[config.mk]
export PLATFORM = sky130hd
export DESIGN_NAME = man_drawer
export DESIGN_NICKNAME = d
export VERILOG_FILES = /design/src/rtl/man_drawer.sv
export SDC_FILE = /design/constraint.sdc
export NUM_CORES = 1
export LEC_CHECK = 0
export CAP_MARGIN = 20
export CORE_MARGIN = 4
export CORE_UTILIZATION = 55
export CTS_BUF_LIST = sky130_fd_sc_hd__clkbuf_16
export DETAILED_ROUTE_END_ITERATION = 7
export DONT_BUFFER_PORTS = 1
export MAX_ROUTING_LAYER = met4
export PLACE_DENSITY = 0.78
export SETUP_SLACK_MARGIN = 0.02
export SYNTH_ARGS = -nofsm -noshare
export SYNTH_HDL_FRONTEND = slang
export SYNTH_SLANG_ARGS = --single-unit
[constraint.sdc]
create_clock -name clk -period 5.75 [get_ports clk]
set_input_delay 1.4375 -clock clk [delete_from_list [all_inputs] [get_ports clk]]
set_output_delay 1.4375 -clock clk [all_outputs]
set_load 0.03 [all_outputs]
[src/rtl/man_drawer.sv]
// Man sprite redraw engine: erases the old box, then draws the new one, one VGA pixel per cycle.
// Optional macro MAN_DRAWER_SPRITE_EN replaces the solid draw box with a 16x16 shape ROM.
module man_drawer #(
    parameter logic [7:0] MAN_X      = 8'd20,
    parameter int         MAN_W      = 8,
    parameter int         MAN_H      = 12,
    parameter logic [2:0] BG_COLOUR  = 3'b000,
    parameter logic [2:0] MAN_COLOUR = 3'b111
) (
    input  logic       clk,
    input  logic       reset,
    input  logic       update,
    input  logic [6:0] y,
    input  logic       man_style,
    output logic       plot,
    output logic [7:0] vga_x,
    output logic [6:0] vga_y,
    output logic [2:0] colour,
    output logic       busy,
    output logic       done
);

    typedef enum logic [1:0] {S_IDLE, S_ERASE, S_DRAW, S_DONE} state_t;

    localparam logic [3:0] LAST_COL = 4'(MAN_W - 1);
    localparam logic [3:0] LAST_ROW = 4'(MAN_H - 1);
    localparam logic [6:0] HOME_Y   = 7'd108;

    state_t     r_state, w_state;
    logic [3:0] r_col, r_row, w_col, w_row;
    logic       r_pending, r_drew;
    logic [6:0] r_old_y, r_new_y;
    logic [6:0] w_base;
    logic [7:0] w_row_sum;
    logic [8:0] w_col_sum;
    logic       w_start, w_in_scan, w_visible, w_shape;

    // Next-pixel view: outputs are registered from these so the pixel shows in the cycle it belongs to.
    always_comb begin
        w_state = r_state;
        w_col   = r_col;
        w_row   = r_row;
        w_start = 1'b0;
        case (r_state)
            S_IDLE: begin
                if (update || r_pending) begin
                    w_state = S_ERASE;
                    w_col   = 4'd0;
                    w_row   = 4'd0;
                    w_start = 1'b1;
                end
            end
            S_ERASE, S_DRAW: begin
                if (r_col == LAST_COL) begin
                    w_col = 4'd0;
                    if (r_row == LAST_ROW) begin
                        w_row   = 4'd0;
                        w_state = (r_state == S_ERASE && man_style) ? S_DRAW : S_DONE;
                    end else begin
                        w_row = r_row + 4'd1;
                    end
                end else begin
                    w_col = r_col + 4'd1;
                end
            end
            S_DONE:  w_state = S_IDLE;
            default: w_state = S_IDLE;
        endcase
    end

    // Sums are kept one bit wider than the screen coordinate so clipping never sees a wrapped value.
    assign w_base    = (w_state == S_DRAW) ? r_new_y : r_old_y;
    assign w_row_sum = {1'b0, w_base} + {4'b0000, w_row};
    assign w_col_sum = {1'b0, MAN_X} + {5'b00000, w_col};
    assign w_in_scan = (w_state == S_ERASE) || (w_state == S_DRAW);
    assign w_visible = (w_row_sum < 8'd120) && (w_col_sum < 9'd160);

`ifdef MAN_DRAWER_SPRITE_EN
    function automatic logic [15:0] shape_row(input logic [3:0] row);
        case (row)
            4'd1, 4'd4:        shape_row = 16'h0018;
            4'd2, 4'd3, 4'd9:  shape_row = 16'h0024;
            4'd5:              shape_row = 16'h007E;
            4'd6, 4'd7, 4'd8:  shape_row = 16'h0018;
            4'd10, 4'd11:      shape_row = 16'h0042;
            default:           shape_row = 16'h0000;
        endcase
    endfunction

    logic [15:0] w_shape_bits;
    assign w_shape_bits = shape_row(w_row);
    // Erase always clears the full box; only the draw pass follows the shape.
    assign w_shape      = (w_state != S_DRAW) || w_shape_bits[w_col];
`else
    assign w_shape = 1'b1;
`endif

    always_ff @(posedge clk) begin
        if (reset) begin
            r_state   <= S_IDLE;
            r_col     <= 4'd0;
            r_row     <= 4'd0;
            r_pending <= 1'b0;
            r_drew    <= 1'b0;
            r_old_y   <= HOME_Y;
            r_new_y   <= HOME_Y;
            plot      <= 1'b0;
            vga_x     <= 8'd0;
            vga_y     <= 7'd0;
            colour    <= BG_COLOUR;
            busy      <= 1'b0;
            done      <= 1'b0;
        end else begin
            r_state <= w_state;
            r_col   <= w_col;
            r_row   <= w_row;
            if (w_start) begin
                r_new_y   <= y;
                r_pending <= 1'b0;
                r_drew    <= 1'b0;
            end else if (update && r_state != S_IDLE) begin
                r_pending <= 1'b1;
            end
            if (r_state == S_ERASE && w_state == S_DRAW)
                r_drew <= 1'b1;
            // A hidden man keeps old_y so a repeated erase hits the same spot.
            if (r_state == S_DONE && r_drew)
                r_old_y <= r_new_y;
            plot <= w_in_scan && w_visible && w_shape;
            if (w_in_scan) begin
                vga_x  <= w_col_sum[7:0];
                vga_y  <= w_row_sum[6:0];
                colour <= (w_state == S_DRAW) ? MAN_COLOUR : BG_COLOUR;
            end
            busy <= (w_state != S_IDLE);
            done <= (w_state == S_DONE);
        end
    end

endmodule

==> insert_results.sql <==
INSERT INTO impl_metrics (metric_group, metric, value, unit) VALUES
('outcome', 'result_of_the_run', 'complete, no violations', ''),
('place', 'hpwl', '3120', 'um'),
('route', 'vias', '1709', ''),
('route', 'met2WireLength', '2210', 'um'),
('cells_and_area', 'fraction_of_final_layout_cells_with_drive_strength_greater_than_1', '9.05', '%'),
('route', 'number_of_remaining_drc_errors', '0', ''),
('critical_path', 'worstPathCellList', 'o21ai_1 -> o211ai_1 -> nand3_1 -> ha_1 -> mux2_2 -> ha_1 -> inv_1 -> fa_1 -> nand2b_1 -> a21oi_1 -> and4_2 -> o32ai_1', ''),
('logic_synthesis', 'post_synth.cell_area_avg', '8.86', 'um^2'),
('cts', 'tritoncts.num_buffers', '5', ''),
('place', 'pre_cts_slack', '1.19', 'ns'),
('critical_path', 'critical_path_peak_fanout', '10', ''),
('logic_synthesis', 'post-synth-top-area-fraction', '39.2', '%'),
('global_routing', 'grt_pass1_vias', '1665', ''),
('place', 'numPlacedInstances', '283', ''),
('route', 'routed.top_layer', 'met4', ''),
('cts', 'tritoncts', 'yes', ''),
('sta', 'post-route-worst-setup-slack', '1.39', 'ns'),
('floorplanning', 'fp.dieArea', '5070', 'um^2'),
('floorplanning', 'die-width', '71.2', 'um'),
('sta', 'min_period_over_period', '75.8', '%'),
('logic_synthesis', 'seq_area_frac_synth', '39.2', '%'),
('sta', 'final-max-slew-violation-count', '0', ''),
('hold_path', 'hold_path_depth', '2', ''),
('route', 'wl_per_cell', '15.1', 'um'),
('sta', 'post-route-min-period', '4.36', 'ns'),
('critical_path', 'worst_path_most_repeated_cell', 'sky130_fd_sc_hd__ha_1', ''),
('global_routing', 'grt_start_max_net_pins', '45', ''),
('critical_path', 'timing_worst_setup_path_type', 'in2reg', ''),
('cells_and_area', 'finalInstanceArea', '2330', 'um^2'),
('cells_and_area', 'post-route-util', '61.7', '%'),
('sta', 'final_number_of_setup_violating_endpoints', '0', ''),
('critical_path', 'rr_worst_depth', '14', ''),
('hold_path', 'worstHoldPathType', 'reg2reg', ''),
('critical_path', 'critical_path_depth', '12', ''),
('sta', 'fmaxAchievable', '229', 'MHz'),
('logic_synthesis', 'synth-async-reset-ratio', '0', '%'),
('critical_path', 'worst_ep_required_time', '5.91', 'ns'),
('route', 'post_detailed_route_count_of_antenna_violating_nets', '0', ''),
('logic_synthesis', 'synthDominantAreaCellType', 'sky130_fd_sc_hd__dfxtp_1', ''),
('critical_path', 'cp_slowest_cell', 'sky130_fd_sc_hd__o21ai_1', ''),
('critical_path', 'endpoint_kind', 'flip-flop', ''),
('cts', 'cts_setup_buffers', '0', ''),
('sta', 'finalSetupTns', '0', 'ns'),
('pwr', 'post-layout-total-power', '0.709', 'mW'),
('logic_synthesis', 'mappedNetlistArea', '2200', 'um^2'),
('route', 'drt_wl_total', '4390', 'um'),
('cts', 'clk-insertion-delay-late', '0.28', 'ns'),
('global_routing', 'grt_first_pass_wirelength', '7660', 'um'),
('place', 'placedInstanceArea', '2180', 'um^2'),
('cts', 'post_cts_hold_buffer_count', '0', ''),
('critical_path', 'cp_bufs_invs', '1', ''),
('route', 'met3_wirelength', '131', 'um'),
('run', 'cap_viol_max_count', '0', ''),
('cts', 'clockBufferDepth', '2', ''),
('cells_and_area', 'antennaDiodeCount', '0', ''),
('cts', 'cts_repair_resized_insts', '0', ''),
('global_routing', 'globalRouteOverflowTotal', '0', ''),
('floorplanning', 'initial_core_util', '58.3', '%'),
('logic_synthesis', 'yosys_reg_bits', '43', ''),
('route', 'drtIter0Drc', '97', ''),
('logic_synthesis', 'yosys.cell_count.top_type', 'sky130_fd_sc_hd__dfxtp_1', ''),
('critical_path', 'gate_family_responsible_for_the_most_delay_along_the_worst_path', 'compound AO/OA/AOI/OAI gates', ''),
('floorplanning', 'ios', '32', ''),
('sta', 'grt_setup_unrepaired', 'false', ''),
('route', 'wl_met1', '2000', 'um'),
('route', 'avgViaCountPerCell', '5.87', ''),
('global_routing', 'grt_antenna_before_repair', '0', ''),
('floorplanning', 'placementRows', '22', ''),
('route', 'dr.pass1.iters', '4', ''),
('sta', 'report.final.hold_viol_count', '0', ''),
('critical_path', 'critPathMaxStageDelay', '0.55', 'ns');
[power by group]
part	leakage (nW)	switching [mW]	internal [mW]
Sequential	0.351	0.0440	0.320
Combinational	0.552	0.0494	0.0312
Clock	0.0710	0.107	0.158
Total	0.974	0.200	0.509
[cell usage in the layout, fill, tap and decap left out, types with 2 or more instances in the layout]
cell type | synthesis | routed
sky130_fd_sc_hd__o32ai_1 | 2 | 2
sky130_fd_sc_hd__conb_1 | 1 | 2
sky130_fd_sc_hd__a21oi_1 | 15 | 15
sky130_fd_sc_hd__a31oi_1 | 3 | 3
sky130_fd_sc_hd__inv_1 | 8 | 9
sky130_fd_sc_hd__mux2i_1 | 3 | 3
sky130_fd_sc_hd__or2_2 | 3 | 3
sky130_fd_sc_hd__nor3_1 | 4 | 4
sky130_fd_sc_hd__mux2_2 | 6 | 6
sky130_fd_sc_hd__nor2b_1 | 8 | 8
sky130_fd_sc_hd__o21ai_0 | 2 | 2
sky130_fd_sc_hd__o21a_1 | 2 | 2
sky130_fd_sc_hd__nand3b_1 | 6 | 6
sky130_fd_sc_hd__nor2_1 | 24 | 24
sky130_fd_sc_hd__a211o_1 | 7 | 7
sky130_fd_sc_hd__ha_1 | 14 | 14
sky130_fd_sc_hd__and3_1 | 4 | 4
sky130_fd_sc_hd__nand3_1 | 10 | 10
sky130_fd_sc_hd__o22ai_1 | 2 | 2
sky130_fd_sc_hd__and3b_1 | 2 | 2
sky130_fd_sc_hd__clkbuf_16 | 0 | 5
sky130_fd_sc_hd__a21o_1 | 3 | 3
sky130_fd_sc_hd__a211oi_1 | 4 | 4
sky130_fd_sc_hd__nand2_1 | 27 | 27
sky130_fd_sc_hd__dfxtp_1 | 43 | 43
sky130_fd_sc_hd__o211ai_1 | 2 | 2
sky130_fd_sc_hd__nand2b_1 | 4 | 4
sky130_fd_sc_hd__nor4_1 | 3 | 3
sky130_fd_sc_hd__mux2_4 | 2 | 2
sky130_fd_sc_hd__a22oi_1 | 3 | 3
[per-layer routing]
metal	global-route usage, %	vias to the layer above
li1	-	857
met1	23.3	822
met2	31.3	24
met3	4.77	6
met4	5.85	0
met5	-	-
[path summary, 6_finish.rpt]
kind	start	to	slack, ns
max reg2reg	r_state[0]	vga_y[6]	1.88
max	update	vga_y[6]	1.39
min	r_old_y[4]	r_old_y[4]	0.45
min reg2reg	r_old_y[4]	r_old_y[4]	0.45
[registers in the layout, indices dropped and copies added (netlist names)]
signal     flops
r_pending      1
r_state        2
vga_x          6
plot           1
vga_y          7
r_col          4
r_old_y        7
r_new_y        7
busy           1
r_row          4
done           1
r_drew         1
colour         1
[area by class of cell]
class                      count  area, um^2
inverter                       9        33.8
clock inverter                 3        16.3
clock buffer                   5         125
fill                         314        1450
tap                           48        60.1
sequential                    43         861
multi-input combinational    183        1230
[worst register-to-register path, cell delays in order, from the launching register on]
cell,delay (ns)
sky130_fd_sc_hd__dfxtp_1,0.39
sky130_fd_sc_hd__inv_1,0.10
sky130_fd_sc_hd__ha_1,0.31
sky130_fd_sc_hd__o21ai_1,0.43
sky130_fd_sc_hd__o211ai_1,0.20
sky130_fd_sc_hd__nand3_1,0.19
sky130_fd_sc_hd__ha_1,0.47
sky130_fd_sc_hd__mux2_2,0.25
sky130_fd_sc_hd__ha_1,0.17
sky130_fd_sc_hd__inv_1,0.06
sky130_fd_sc_hd__fa_1,0.37
sky130_fd_sc_hd__nand2b_1,0.17
sky130_fd_sc_hd__a21oi_1,0.31
sky130_fd_sc_hd__and4_2,0.27
sky130_fd_sc_hd__o32ai_1,0.08
[cell families (layout without fill, tap and decap cells)]
kind of cell             count (synthesis)  in the layout  synth area share, %
multiplexers                            11             11                 5.81
AO/OA/AOI/OAI                           50             50                 15.9
XOR/XNOR                                 2              2                0.797
buffers and inverters                   23             17                 5.07
flip-flops                              43             43                 39.2
adder cells (fa/ha/maj)                 15             15                 8.88
other                                    1              2                0.171
AND/OR/NAND/NOR                        103            103                 24.2
No activity file was read; power rests on OpenSTA's default activity.
